### src/rtl/sipo_pkg.sv
// -----------------------------------------------------------------------------
// sipo_pkg
//   Shared definitions for the serial-in/parallel-out deserializer.
//
//   Contents:
//     bit_order_e   - placement of the first received bit in the word
//     PARITY_EN     - 1 when the trailing parity bit is compiled in
//     frame_bits()  - serial bits per frame (data bits plus optional parity)
//     count_width() - width of the in-frame bit counter
//
//   Build option:
//     SIPO_PARITY_EN - when defined, every frame carries one trailing parity
//                      bit after the WIDTH data bits.
// -----------------------------------------------------------------------------
package sipo_pkg;

    typedef enum logic {
        ORDER_LSB_FIRST = 1'b0,   // first received bit lands in bit 0
        ORDER_MSB_FIRST = 1'b1    // first received bit lands in bit WIDTH-1
    } bit_order_e;

`ifdef SIPO_PARITY_EN
    localparam bit PARITY_EN = 1'b1;
`else
    localparam bit PARITY_EN = 1'b0;
`endif

    // Serial bits making up one frame.
    function automatic int frame_bits(input int width);
        return width + (PARITY_EN ? 1 : 0);
    endfunction

    // The counter runs 0..frame_bits-1, i.e. at most WIDTH, so it needs
    // enough bits to hold the value WIDTH.
    function automatic int count_width(input int width);
        return $clog2(width + 1);
    endfunction

endpackage : sipo_pkg

### src/rtl/sipo_bit_counter.sv
// -----------------------------------------------------------------------------
// sipo_bit_counter
//   Modulo-FRAME_BITS bit counter for the deserializer. Counts accepted
//   serial bits, wraps to 0 on the last bit of a frame and can be restarted
//   so that the current bit becomes bit 0 of a new frame.
//
//   Parameters:
//     FRAME_BITS - bits per frame (count runs 0..FRAME_BITS-1)
//     CNT_W      - counter width
//
//   Ports:
//     clock   in   rising-edge clock
//     resetN  in   asynchronous active-low reset, count -> 0
//     enable  in   a bit is accepted this cycle
//     restart in   current bit is bit 0 of a new frame; count -> 1
//     count   out  bits collected in the current frame
//     wrap    out  current accepted bit completes the frame (combinational)
// -----------------------------------------------------------------------------
module sipo_bit_counter #(
    parameter int FRAME_BITS = 8,
    parameter int CNT_W      = 4
) (
    input  logic             clock,
    input  logic             resetN,
    input  logic             enable,
    input  logic             restart,
    output logic [CNT_W-1:0] count,
    output logic             wrap
);

    localparam logic [CNT_W-1:0] LAST = CNT_W'(FRAME_BITS - 1);

    // A restart always begins a fresh frame, so it never completes one,
    // even if the count happened to be sitting on the last position.
    assign wrap = enable && !restart && (count == LAST);

    always_ff @(posedge clock or negedge resetN) begin
        if (!resetN) begin
            count <= '0;
        end else if (restart) begin
            count <= CNT_W'(1);
        end else if (enable) begin
            if (count == LAST) begin
                count <= '0;
            end else begin
                count <= count + CNT_W'(1);
            end
        end
    end

endmodule : sipo_bit_counter

### src/rtl/sipo_deserializer.sv
// -----------------------------------------------------------------------------
// sipo_deserializer
//   Parametrised serial-in/parallel-out deserializer. Assembles WIDTH-bit
//   words from a bit-strobed serial stream with programmable bit order and
//   frame resynchronisation, and presents them on a valid/ready port backed
//   by a single holding register with sticky overrun detection.
//
//   Build option:
//     SIPO_PARITY_EN - frame becomes WIDTH data bits plus one trailing parity
//                      bit; parityErr reports the parity check of the held
//                      word. Undefined: frame is WIDTH bits, parityErr is 0.
//
//   Parameters:
//     WIDTH      - word width, 2..32
//     MSB_FIRST  - 0: first bit lands in bit 0; 1: first bit in bit WIDTH-1
//     PARITY_ODD - parity sense with SIPO_PARITY_EN (0 even, 1 odd)
//
//   Ports:
//     clock         in   rising-edge clock
//     resetN        in   asynchronous active-low reset
//     serialIn      in   serial data bit
//     serialValid   in   bit strobe, serialIn sampled only when high
//     frameSync     in   with serialValid: current bit is bit 0 of a new word
//     clearOverrun  in   clears the sticky overrun flag
//     parallelOut   out  assembled word
//     outValid      out  parallelOut holds an unconsumed word
//     outReady      in   consumer takes the word when outValid && outReady
//     overrun       out  sticky: a completed word was dropped
//     parityErr     out  parity status of the word on parallelOut
//     bitCount      out  bits collected in the current frame
// -----------------------------------------------------------------------------
module sipo_deserializer
    import sipo_pkg::*;
#(
    parameter int WIDTH      = 8,
    parameter int MSB_FIRST  = 0,
    parameter int PARITY_ODD = 0
) (
    input  logic                       clock,
    input  logic                       resetN,
    input  logic                       serialIn,
    input  logic                       serialValid,
    input  logic                       frameSync,
    input  logic                       clearOverrun,
    output logic [WIDTH-1:0]           parallelOut,
    output logic                       outValid,
    input  logic                       outReady,
    output logic                       overrun,
    output logic                       parityErr,
    output logic [$clog2(WIDTH+1)-1:0] bitCount
);

    localparam int         FRAME_BITS   = frame_bits(WIDTH);
    localparam int         CNT_W        = count_width(WIDTH);
    localparam int         POS_W        = $clog2(WIDTH);
    localparam bit_order_e ORDER        = (MSB_FIRST != 0) ? ORDER_MSB_FIRST
                                                           : ORDER_LSB_FIRST;
    localparam bit         PARITY_SENSE = (PARITY_ODD != 0);

    // Word bit position for a given in-frame slot.
    function automatic logic [POS_W-1:0] slot_to_pos(input logic [CNT_W-1:0] slot);
        if (ORDER == ORDER_MSB_FIRST) begin
            return POS_W'(WIDTH - 1 - int'(slot));
        end
        return POS_W'(slot);
    endfunction

    logic [WIDTH-1:0] shift_p0;     // partial word being assembled
    logic [CNT_W-1:0] slot_c;       // slot the current bit occupies
    logic [WIDTH-1:0] word_c;       // partial word with the current bit merged
    logic [WIDTH-1:0] done_word_c;  // word handed to the output on completion
    logic             frame_done;   // current bit completes a frame
    logic             restart_c;
    logic             load_c;
    logic             drop_c;

    assign restart_c = serialValid && frameSync;

    sipo_bit_counter #(
        .FRAME_BITS (FRAME_BITS),
        .CNT_W      (CNT_W)
    ) u_bit_counter (
        .clock   (clock),
        .resetN  (resetN),
        .enable  (serialValid),
        .restart (restart_c),
        .count   (bitCount),
        .wrap    (frame_done)
    );

    // A sync bit starts from an empty word in slot 0, discarding partial bits.
    // Slots at or beyond WIDTH carry the parity bit and are not stored.
    always_comb begin
        slot_c = frameSync ? '0 : bitCount;
        word_c = frameSync ? '0 : shift_p0;
        if (slot_c < CNT_W'(WIDTH)) begin
            word_c[slot_to_pos(slot_c)] = serialIn;
        end
    end

    // ---- stage 0: serial assembly ----
    // The shift register is emptied when a frame completes so the next frame
    // starts clean regardless of whether the word was loaded or dropped.
    always_ff @(posedge clock or negedge resetN) begin
        if (!resetN) begin
            shift_p0 <= '0;
        end else if (serialValid) begin
            shift_p0 <= frame_done ? '0 : word_c;
        end
    end

`ifdef SIPO_PARITY_EN
    logic parity_err_c;
    logic perr_p1;

    // Completion happens on the parity bit, so the data bits are already in
    // the shift register and the current serial bit is the parity bit.
    assign done_word_c  = shift_p0;
    assign parity_err_c = ((^shift_p0) ^ serialIn) != PARITY_SENSE;
`else
    assign done_word_c  = word_c;
`endif

    // Load when the holding register is empty or being emptied this cycle;
    // otherwise the completed word is lost.
    assign load_c = frame_done && (!outValid || outReady);
    assign drop_c = frame_done && outValid && !outReady;

    // ---- stage 1: holding register ----
    always_ff @(posedge clock or negedge resetN) begin
        if (!resetN) begin
            parallelOut <= '0;
            outValid    <= 1'b0;
        end else if (load_c) begin
            parallelOut <= done_word_c;
            outValid    <= 1'b1;
        end else if (outValid && outReady) begin
            outValid    <= 1'b0;
        end
    end

    // A fresh drop wins over a simultaneous clear.
    always_ff @(posedge clock or negedge resetN) begin
        if (!resetN) begin
            overrun <= 1'b0;
        end else if (drop_c) begin
            overrun <= 1'b1;
        end else if (clearOverrun) begin
            overrun <= 1'b0;
        end
    end

`ifdef SIPO_PARITY_EN
    always_ff @(posedge clock or negedge resetN) begin
        if (!resetN) begin
            perr_p1 <= 1'b0;
        end else if (load_c) begin
            perr_p1 <= parity_err_c;
        end
    end

    assign parityErr = perr_p1;
`else
    // Without a parity bit there is nothing to check; the sense is irrelevant.
    assign parityErr = 1'b0 & PARITY_SENSE;
`endif

endmodule : sipo_deserializer
### config.mk
export PLATFORM = sky130hd
export DESIGN_NAME = sipo_deserializer
export DESIGN_NICKNAME = d
export VERILOG_FILES = /design/src/rtl/sipo_pkg.sv /design/src/rtl/sipo_bit_counter.sv /design/src/rtl/sipo_deserializer.sv
export SDC_FILE = /design/constraint.sdc
export NUM_CORES = 1
export LEC_CHECK = 0
export ABC_AREA = 1
export CORE_MARGIN = 5
export CORE_UTILIZATION = 50
export CTS_CLUSTER_DIAMETER = 60
export CTS_CLUSTER_SIZE = 20
export DETAILED_ROUTE_END_ITERATION = 10
export HOLD_SLACK_MARGIN = 0.06
export PLACE_DENSITY = 0.78
export RECOVER_POWER = 50
export SYNTH_ARGS = -nofsm -noshare
export SYNTH_HDL_FRONTEND = slang
export SYNTH_HIERARCHICAL = 1
export SYNTH_SLANG_ARGS = --single-unit
export TNS_END_PERCENT = 5
### constraint.sdc
create_clock -name clock -period 2.2 [get_ports clock]
set_clock_uncertainty 0.05 [all_clocks]
set_input_delay 0.33 -clock clock [delete_from_list [all_inputs] [get_ports clock]]
set_output_delay 0.33 -clock clock [all_outputs]
set_load 0.03 [all_outputs]
==> results.tsv <==
stage	metric	value	unit
critical_path	Crit path required time	1.82	ns
pwr	Tot Pwr	1130	µW
clocking	worst-skew pair later-pin latency	0.31	ns
critical_path	CP top delay family	buffers and inverters	
critical_path	crit-path max cell delay	0.75	ns
synthesis	Synth Register Bits	22	
clocking	clk slew on worst S/H paths	0.12	ns
routing	via count	1051	
timing	pins over their slew limit	0	
global_routing	vias in the first global route	1108	
routing	Top Layer Used	met4	
critical_path	CP Capture Type	output pin	
worst_hold_path	hold path start	parallelOut[1]	
clocking	CTS sink count	22	
timing	final worst path period share	92.3	%
placement	DP Area	1400	µm²
routing	metal3 WL	128	µm
synthesis	post-synthesis net count	158	
pwr	maximum VDD drop	543	µV
critical_path	reg-to-reg slack, setup	0.29	ns
timing	minimum clock period	2.03	ns
global_routing	largest net degree at the start of global routing	23	
routing	Post-Route WL	2530	µm
outcome	status	completed	
synthesis	Compound-Gate Fraction of Synth Area	11.7	%
critical_path	Arr. time, crit path	1.65	ns
timing	Hold WS	0.447	ns
critical_path	nature of the critical path startpoint	register	
clocking	TritonCTS Buffers	3	
timing	Rel. slew slack	23.3	%
timing	final setup margin	0.168	ns
critical_path	CP Class	register to output pin	
floorplanning	Core Rows	17	
clocking	number of H-tree levels	1	
clocking	TritonCTS clock tree	yes	
routing	WL met2	1250	µm
synthesis	adder-cell share of the synthesized area	1.10	%
layout	layout cell share with drive strength beyond 1	9.60	%
placement	DP HPWL	1900	µm
worst_hold_path	Endpoint, Worst Hold	parallelOut[1]	
clocking	CTS Root Cell	clkbuf_4	
timing	setup_tns	0	ns
placement	Post-Place Worst Slack	0.189	ns
timing	RSZ-0062 raised after global routing	false	
timing	Final setup viols	0	
placement	port bufs	20	
timing	Final Hold Viols	0	
synthesis	Syn Area/Cell	7.61	µm²
timing	Slew @ Worst Pin	1.15	ns
synthesis	mux contribution to synthesized area	0	%
synthesis	XOR/XNOR Fraction of Synth Area	0	%
critical_path	CP cell instances	clkdlybuf4s50_1	
layout	fill count	192	
routing	First DRT Iteration DRCs	44	
routing	routed len/inst	12.3	µm
synthesis	Synth Instances	150	
clocking	CTS Hold Buffers Added	0	
layout	P&R area growth vs syn	25.0	%
routing	post-route ant nets	0	
critical_path	crit-path max FO	9	
global_routing	first-pass GRT wire length	4720	µm
global_routing	grt ovf	0	
clocking	Post CTS Setup Buffer Count	0	
floorplanning	Die ar.	3340	µm²
synthesis	Yosys cell types	21	
floorplanning	die height	57.8	µm
critical_path	Worst path slowest cell	clkdlybuf4s50_1	
clocking	post-CTS resize count	0	
worst_hold_path	Tightest Hold Check Type	register to register	
floorplanning	Initial Util	52.1	%
synthesis	synth warn	6	
job	Max-Cap Viols	0	
global_routing	GRT Util Overall	17.8	%
critical_path	r2r worst-path depth	8	
synthesis	Seq/Total Area, Yosys	48.2	%
pwr	Cell Pwr Density	792	nW/µm²
layout	Final Cell Area	1430	µm²
layout	ant diodes	0	
critical_path	reg2reg end	parallelOut[6]	
worst_hold_path	Hold Crit Depth	2	
timing	f_max	492	MHz
synthesis	Post-Synth Simple-Gate Area	31.7	%
routing	Residual DRC	0	
critical_path	r2r startpoint	u_bit_counter/count[0]	
routing	drt pass-1 iters	4	
critical_path	Buf/Inv on CP	1	
layout	nets@finish	186	
floorplanning	CORE AREA	2190	µm²
pwr	leakage	0.000718	µW
floorplanning	Die W	57.8	µm
clocking	clk buf depth	2	
placement	Placer Congestion	0.784	
synthesis	post-synthesis cell area	1140	µm²
synthesis	main combinational cell family by area after synthesis	simple AND/OR/NAND/NOR gates	
floorplanning	I/O Pins	22	
global_routing	initial antenna violation count	0	
routing	routed length on met1	1110	µm
routing	routed vias/inst	5.13	
## worst max path at each step
stage                                 from             end  slack, ns  cells past startpoint
floorplan           u_bit_counter/count[1]  parallelOut[0]       0.30                      9
global placement               serialValid  parallelOut[2]       0.32                      9
detailed placement             serialValid  parallelOut[6]       0.19                      9
CTS                 u_bit_counter/count[2]     bitCount[2]       0.17                      1
global route        u_bit_counter/count[0]  parallelOut[6]       0.04                      8
finish              u_bit_counter/count[2]     bitCount[2]       0.17                      1
## stage by stage
stage,instances,utilization (%)
floorplan,150,-
global placement,201,63.8
detailed placement,201,63.8
CTS,205,65.4
global route,205,65.1
finish,205,65.1
## cell families (layout without fill, tap and decap cells)
kind of cell	after synthesis	count (layout)
other	1	1
adders and majority gates	1	1
DFF	22	22
buffers and inverters	17	44
and+or+nand+nor	83	83
AOI/OAI and AO/OA	26	26
## cell type report
| class | instances | area, µm² | share of cell area (%) |
|---|---|---|---|
| Sequential cell | 22 | 551 | 38.6 |
| Inverter | 14 | 55.1 | 3.86 |
| Multi-Input combinational cell | 111 | 512 | 35.9 |
| Timing Repair Buffer | 26 | 238 | 16.7 |
| Clock buffer | 4 | 36.3 | 2.54 |
| Tap cell | 28 | 35.0 | 2.46 |
## report_power, final
part	internal (µW)	leakage [µW]	switching, µW
clock network	101	0.0000210	119
registers	466	0.000296	58.4
logic	150	0.000401	235
total	717	0.000718	413
## cells in the final DEF, fill, tap and decap left out
cell type,netlist,layout
a21oi_1,2,2
buf_4,1,4
clkbuf_1,0,2
clkbuf_4,0,3
clkbuf_8,0,1
clkdlybuf4s50_1,0,17
clkinv_1,1,1
conb_1,1,1
dfrtp_1,22,22
dlygate4sd3_1,0,3
ha_1,1,1
inv_1,12,12
inv_4,1,1
nand2_1,60,60
nand2_4,2,2
nand3_1,9,9
nand4_1,1,1
nor2_1,6,6
nor2_2,3,3
nor2_4,1,1
nor3_2,1,1
o21ai_0,1,1
o21ai_1,22,22
o21ai_2,1,1
## flip-flops by register name (all words and copies together) (netlist names)
signal and count:
parallelOut 8, shift_p0 8, u_bit_counter/count 4, outValid 1
overrun 1
## per-layer routing
metal / GRT usage, % / up-vias
li1: - / 529
met1: 20.8 / 492
met2: 30.8 / 24
met3: 4.01 / 6
met4: 8.28 / 0
met5: 0 / -
## synth_stat cells
library cell | instances | area share, %
ha_1 | 1 | 1.1
nor2_2 | 3 | 1.6
o21ai_1 | 22 | 9.6
nand2_1 | 60 | 20
nor2_4 | 1 | 0.99
a21oi_1 | 2 | 0.88
inv_1 | 12 | 3.9
nor3_2 | 1 | 0.88
nand3_1 | 9 | 3.9
o21ai_0 | 1 | 0.44
buf_4 | 1 | 0.66
nand2_4 | 2 | 2.0
dfrtp_1 | 22 | 48
o21ai_2 | 1 | 0.77
nand4_1 | 1 | 0.55
inv_4 | 1 | 0.55
buf_2 | 1 | 0.44
nor2_1 | 6 | 2.0
clkinv_1 | 1 | 0.33
buf_6 | 1 | 0.99
conb_1 | 1 | 0.33
## worst reg2reg max path, stage by stage, from the launching register on
cell	delay [ns]
dfrtp_1	0.53
ha_1	0.25
nand2_1	0.07
nor2_2	0.11
inv_1	0.07
nor2_1	0.12
nand2_1	0.33
nand2_1	0.17
o21ai_1	0.08
(Power assumes the default switching activity.)
==> RTL edit 1: new RTL, config.mk and constraints unchanged <==
The parameter `WIDTH` goes from 8 to 16.
--- a/src/rtl/sipo_deserializer.sv
+++ b/src/rtl/sipo_deserializer.sv
@@ -33,5 +33,5 @@
     import sipo_pkg::*;
 #(
-    parameter int WIDTH      = 8,
+    parameter int WIDTH      = 16,
     parameter int MSB_FIRST  = 0,
     parameter int PARITY_ODD = 0
Ports: changed (resized bitCount and parallelOut); port bits go from 22 to 31. The function was not compared with the original's and may differ.
==> RTL edit 1 against the original RTL <==
Combinational power down 12%. Sequential power increased by 52%. Setup slack improved by 0.077 ns. Worst hold slack worse by 0.32 ns. Power is 55% higher. Sequential share of layout area is 0.19 points higher. Routed wire length is 76% higher. Critical path depth is the same. First-iteration DRC count rose to 2.6 times the old value. Non-clock buffer count rose by 14. Synthesized area up 78%. Sequential cell count grew 17. Cell area grew 76%. Critical path type unchanged. Largest power group unchanged.
==> RTL edit 1: results (changes against the original RTL) <==
Routing
  – Via count: 1,852 (was 1,051)
  – First DRT Iteration DRCs: 116 (was 44)
  – Drt first pass iters: 5 (was 4)
  – Total Wirelength: 4440 um (was 2530 um)

CTS
  – Clock buffer count from CTS: 5 (was 3)
  – CTS H-tree lvls: 2 (was 1)
  – Root Buffer: clkbuf_8 (was clkbuf_4)

Worst setup path
  – Reg2Reg Depth: 9 (was 8)
  – Crit path from: u_bit_counter/count[4]$_DFFE_PN0P_ (was u_bit_counter/count[2]$_DFFE_PN0P_)
  – Reg2reg end: parallelOut[8]$_DFFE_PN0P_ (was parallelOut[6]$_DFFE_PN0P_)
  – R2r setup slk: 0.33 ns (was 0.29 ns)
  – Reg-to-Reg Start: u_bit_counter/count[2]$_DFFE_PN0P_ (was u_bit_counter/count[0]$_DFFE_PN0P_)

Final layout
  – Largest registers: parallelOut (16), shift_p0 (16), u_bit_counter/count (5) (was parallelOut (8), shift_p0 (8), u_bit_counter/count (4))
  – Fin nets: 321 (was 186)
  – FILL cells: 373 (was 192)
  – Layout cells sized above 1: 11.8% (was 9.60%)

Global routing
  – M2 GR Usage: 27.4% (was 30.8%)
  – Met3 GRT Util: 5.47% (was 4.01%)
  – Largest net degree at the start of global routing: 40 (was 23)
  – Wire length of the first global-routing pass: 7780 um (was 4720 um)
  – Vias in the first global route: 1,764 (was 1,108)
  – Met1 Track Usage GR: 25.8% (was 20.8%)

Status
  – Outcome: complete, no violations (unchanged)

Synthesis
  – Synth unique cells: 22 (was 21)
  – Post-synth top cells: nand2_1 (124), nand3_1 (54), dfrtp_1 (39), inv_1 (11), inv_2 (9) (was nand2_1 (60), dfrtp_1 (22), o21ai_1 (22), inv_1 (12), nand3_1 (9))
  – Ranking of synthesized cells by area: dfrtp_1 (48%), nand2_1 (23%), nand3_1 (13%), nor2_2 (2.5%), inv_1 (2.0%) (was dfrtp_1 (48%), nand2_1 (20%), o21ai_1 (9.6%), nand3_1 (3.9%), inv_1 (3.9%))
  – Register area share after synthesis: 48.0% (was 48.2%)

Power and ir drop
  – Worst vdd rail ir drop: 0.401 mV (was 0.543 mV)
  – Pleak: 1.36 nW (was 0.718 nW)
  – Power in combinational cells: 0.338 mW (was 0.385 mW)
  – Net Sw Frac: 28.9% (was 36.6%)
  – Flop pwr share: 45.6% (was 46.4%)

Min path
  – HP Class: input pin to asynchronous set/reset pin (was register to register)

Placed design
  – GP Congestion: 0.830 (was 0.784)
  – Port bufs: 29 (was 20)
[RTL edit 1: cell types whose count changed after synthesis, sizes merged, moves of 2 or more]
cell,delta
nand3,+46
buf,+3
dfrtp,+17
o21ai,-17
clkbuf,+2
inv,+7
nor2,+4
nand2,+62
[RTL edit 1: worst max-delay path by stage]
stage / end / slack (ns)
finish: bitCount[4] / 0.25
global route: parallelOut[8]$_DFFE_PN0P_ / 0.09
CTS: bitCount[4] / 0.22
detailed placement: shift_p0[11]$_DFFE_PN0P_ / 0.06
global placement: shift_p0[1]$_DFFE_PN0P_ / 0.11
floorplan: parallelOut[14]$_DFFE_PN0P_ / 0.13
[RTL edit 1: cell type report]
cell class,instances,area (sq um),area share (%)
clock buffer,6,82.6,3.28
clock inverter,2,35.0,1.39
inverter,20,75.1,2.98
multi-input combinational,207,921,36.6
sequential,39,976,38.8
tap,50,62.6,2.49
timing repair buffer,40,364,14.5
[RTL edit 1: kinds of logic after synthesis]
family,after synthesis,synth area share [%]
flip-flops,39,48.0
XOR/XNOR,1,0.431
adder cells (fa/ha/maj),1,0.616
other,1,0.185
AND/OR/NAND/NOR,195,41.8
AO/OA/AOI/OAI,9,3.02
buffers and inverters,28,5.91
[RTL edit 1: per-stage QoR]
stage	instance area, sq um	utilization, %	instances	total power [mW]
2_1_floorplan	2030	-	274	1.03
3_3_place_gp	2420	60.9	356	1.15
3_5_place_dp	2420	60.9	356	1.16
4_1_cts	2530	63.8	364	1.78
5_1_grt	2520	63.4	364	1.85
6_report	2520	63.4	364	1.75
[RTL edit 1: routing by layer]
| metal | vias to the layer above | share of wire (%) |
|---|---|---|
| li1 | 948 | - |
| met1 | 855 | 47 |
| met2 | 42 | 46 |
| met3 | 7 | 5.5 |
| met4 | 0 | 1.7 |
| met5 | - | 0 |
==> RTL edit 2: new RTL, same settings <==
Made on the original files. One comparison of `count` changes from == to >=.
--- a/src/rtl/sipo_bit_counter.sv
+++ b/src/rtl/sipo_bit_counter.sv
@@ -33,5 +33,5 @@
     // A restart always begins a fresh frame, so it never completes one,
     // even if the count happened to be sitting on the last position.
-    assign wrap = enable && !restart && (count == LAST);
+    assign wrap = enable && !restart && (count >= LAST);
 
     always_ff @(posedge clock or negedge resetN) begin
Behaviour: same outputs for any inputs over 10 cycles, from zero or initial values and one cycle with resetN low; that may be too few to reach the edited logic, so the function may still have changed.
==> RTL edit 2 against the original RTL <==
Sequential cell count did not move. Power rose by 16%. Routed wire length rose by 0.75%. Worst hold slack improved by 0.0061 ns. Non-clock buffer count fell by 2. Synthesized area fell by 0.88%. Setup slack improved by 0.025 ns. Global-route usage fell by 0.26 points. Combinational power rose by 15%. Cell area fell by 0.61%. Critical path depth did not move.
==> RTL edit 2: results (changes against the original RTL) <==
Status
  – Outcome: complete, no violations (unchanged)

Synthesis
  – Mean Syn Cell Area: 7.69 sq um (was 7.61 sq um)
  – Synth Area in Adders: 1.11% (was 1.10%)
  – Post-synthesis compound-gate area fraction: 13.2% (was 11.7%)
  – Yosys top cell area share: 48.7% (was 48.2%)
  – Post-synth top cells: nand2_1 (58), o21ai_1 (23), dfrtp_1 (22), inv_1 (9), nand3_1 (7) (was nand2_1 (60), dfrtp_1 (22), o21ai_1 (22), inv_1 (12), nand3_1 (9))
  – Synth unique cells: 23 (was 21)
  – Ranking of synthesized cells by area: dfrtp_1 (49%), nand2_1 (19%), o21ai_1 (10%), nand3_1 (3.1%), inv_1 (3.0%) (was dfrtp_1 (48%), nand2_1 (20%), o21ai_1 (9.6%), nand3_1 (3.9%), inv_1 (3.9%))
  – Mapped Nets: 155 (was 158)

Worst setup path
  – Reg-to-Reg Start: u_bit_counter/count[1]$_DFFE_PN0P_ (was u_bit_counter/count[0]$_DFFE_PN0P_)
  – Crit path max-delay cell type: clkdlybuf4s50_1 (unchanged)
  – R2r setup slk: 0.45 ns (was 0.29 ns)
  – Reg2Reg Depth: 7 (was 8)
  – Crit-path max FO: 8 (was 9)
  – CP delay by family, top: buffers and inverters (unchanged)
  – Reg2reg end: parallelOut[2]$_DFFE_PN0P_ (was parallelOut[6]$_DFFE_PN0P_)
  – Arrival @ worst endpoint: 1.63 ns (was 1.65 ns)

Timing
  – Worst-Margin Slew: 1.18 ns (was 1.15 ns)
  – Hold_ws: 0.453 ns (was 0.447 ns)

Final layout
  – Seq area share: 38.8% (was 38.6%)
  – Clk cell area share: 3.71% (was 2.54%)
  – Final Cell Area: 1420 sq um (was 1430 sq um)
  – Multi-input combinational gate total: 110 (was 111)
  – Non-clk buf share: 15.7% (was 16.7%)
  – Layout cells sized above 1: 8.72% (was 9.60%)
  – Buffers, non-clock: 24 (was 26)
  – Inverters: 12 (was 14)
  – Multi-input combinational area share: 35.9% (about the same)
  – FILL cells: 190 (was 192)
  – Fin nets: 181 (was 186)
  – Clock buffers: 3 (was 4)
  – Area Growth Syn to Fin: 25.3% (was 25.0%)

Global routing
  – Total GRT Usage: 17.6% (was 17.8%)
  – Wire length of the first global-routing pass: 4570 um (was 4720 um)

Routing
  – First DRT Iteration DRCs: 18 (was 44)
  – Drt first pass iters: 4 (unchanged)
  – WL/cell: 12.7 um (was 12.3 um)
  – Vias per cell: 5.18 (was 5.13)

Placed design
  – Place WS: 0.138 ns (was 0.189 ns)
  – DP HPWL: 1900 um (about the same)
  – GP Congestion: 0.871 (was 0.784)

Power and ir drop
  – Worst vdd rail ir drop: 0.607 mV (was 0.543 mV)
RTL edit 2: cell count changes in the layout (fill, tap and decap cells not counted):
| cell | change |
|---|---|
| or2_0 | +1 |
| dlygate4sd3_1 | -1 |
| inv_2 | +1 |
| o21ai_0 | +2 |
| clkdlybuf4s50_1 | +1 |
| a21oi_1 | +1 |
| nand3_1 | -2 |
| buf_4 | -2 |
| inv_1 | -3 |
| clkbuf_8 | -1 |
| nand2_1 | -2 |
| bufinv_16 | +1 |
| nor2_2 | -1 |
RTL edit 2: routing by layer:
metal / global-route usage [%] / vias to the layer above / wire (um)
met4: 9.27 / 0 / 68
met1: 21.9 / 478 / 1090
met2: 29.2 / 32 / 1250
li1: - / 519 / -
met5: 0 / - / 0
met3: 2.49 / 7 / 132
RTL edit 2: report_power, final:
group | switching [mW] | internal [mW]
Combinational | 0.267 | 0.176
Sequential | 0.0744 | 0.479
Clock | 0.127 | 0.184
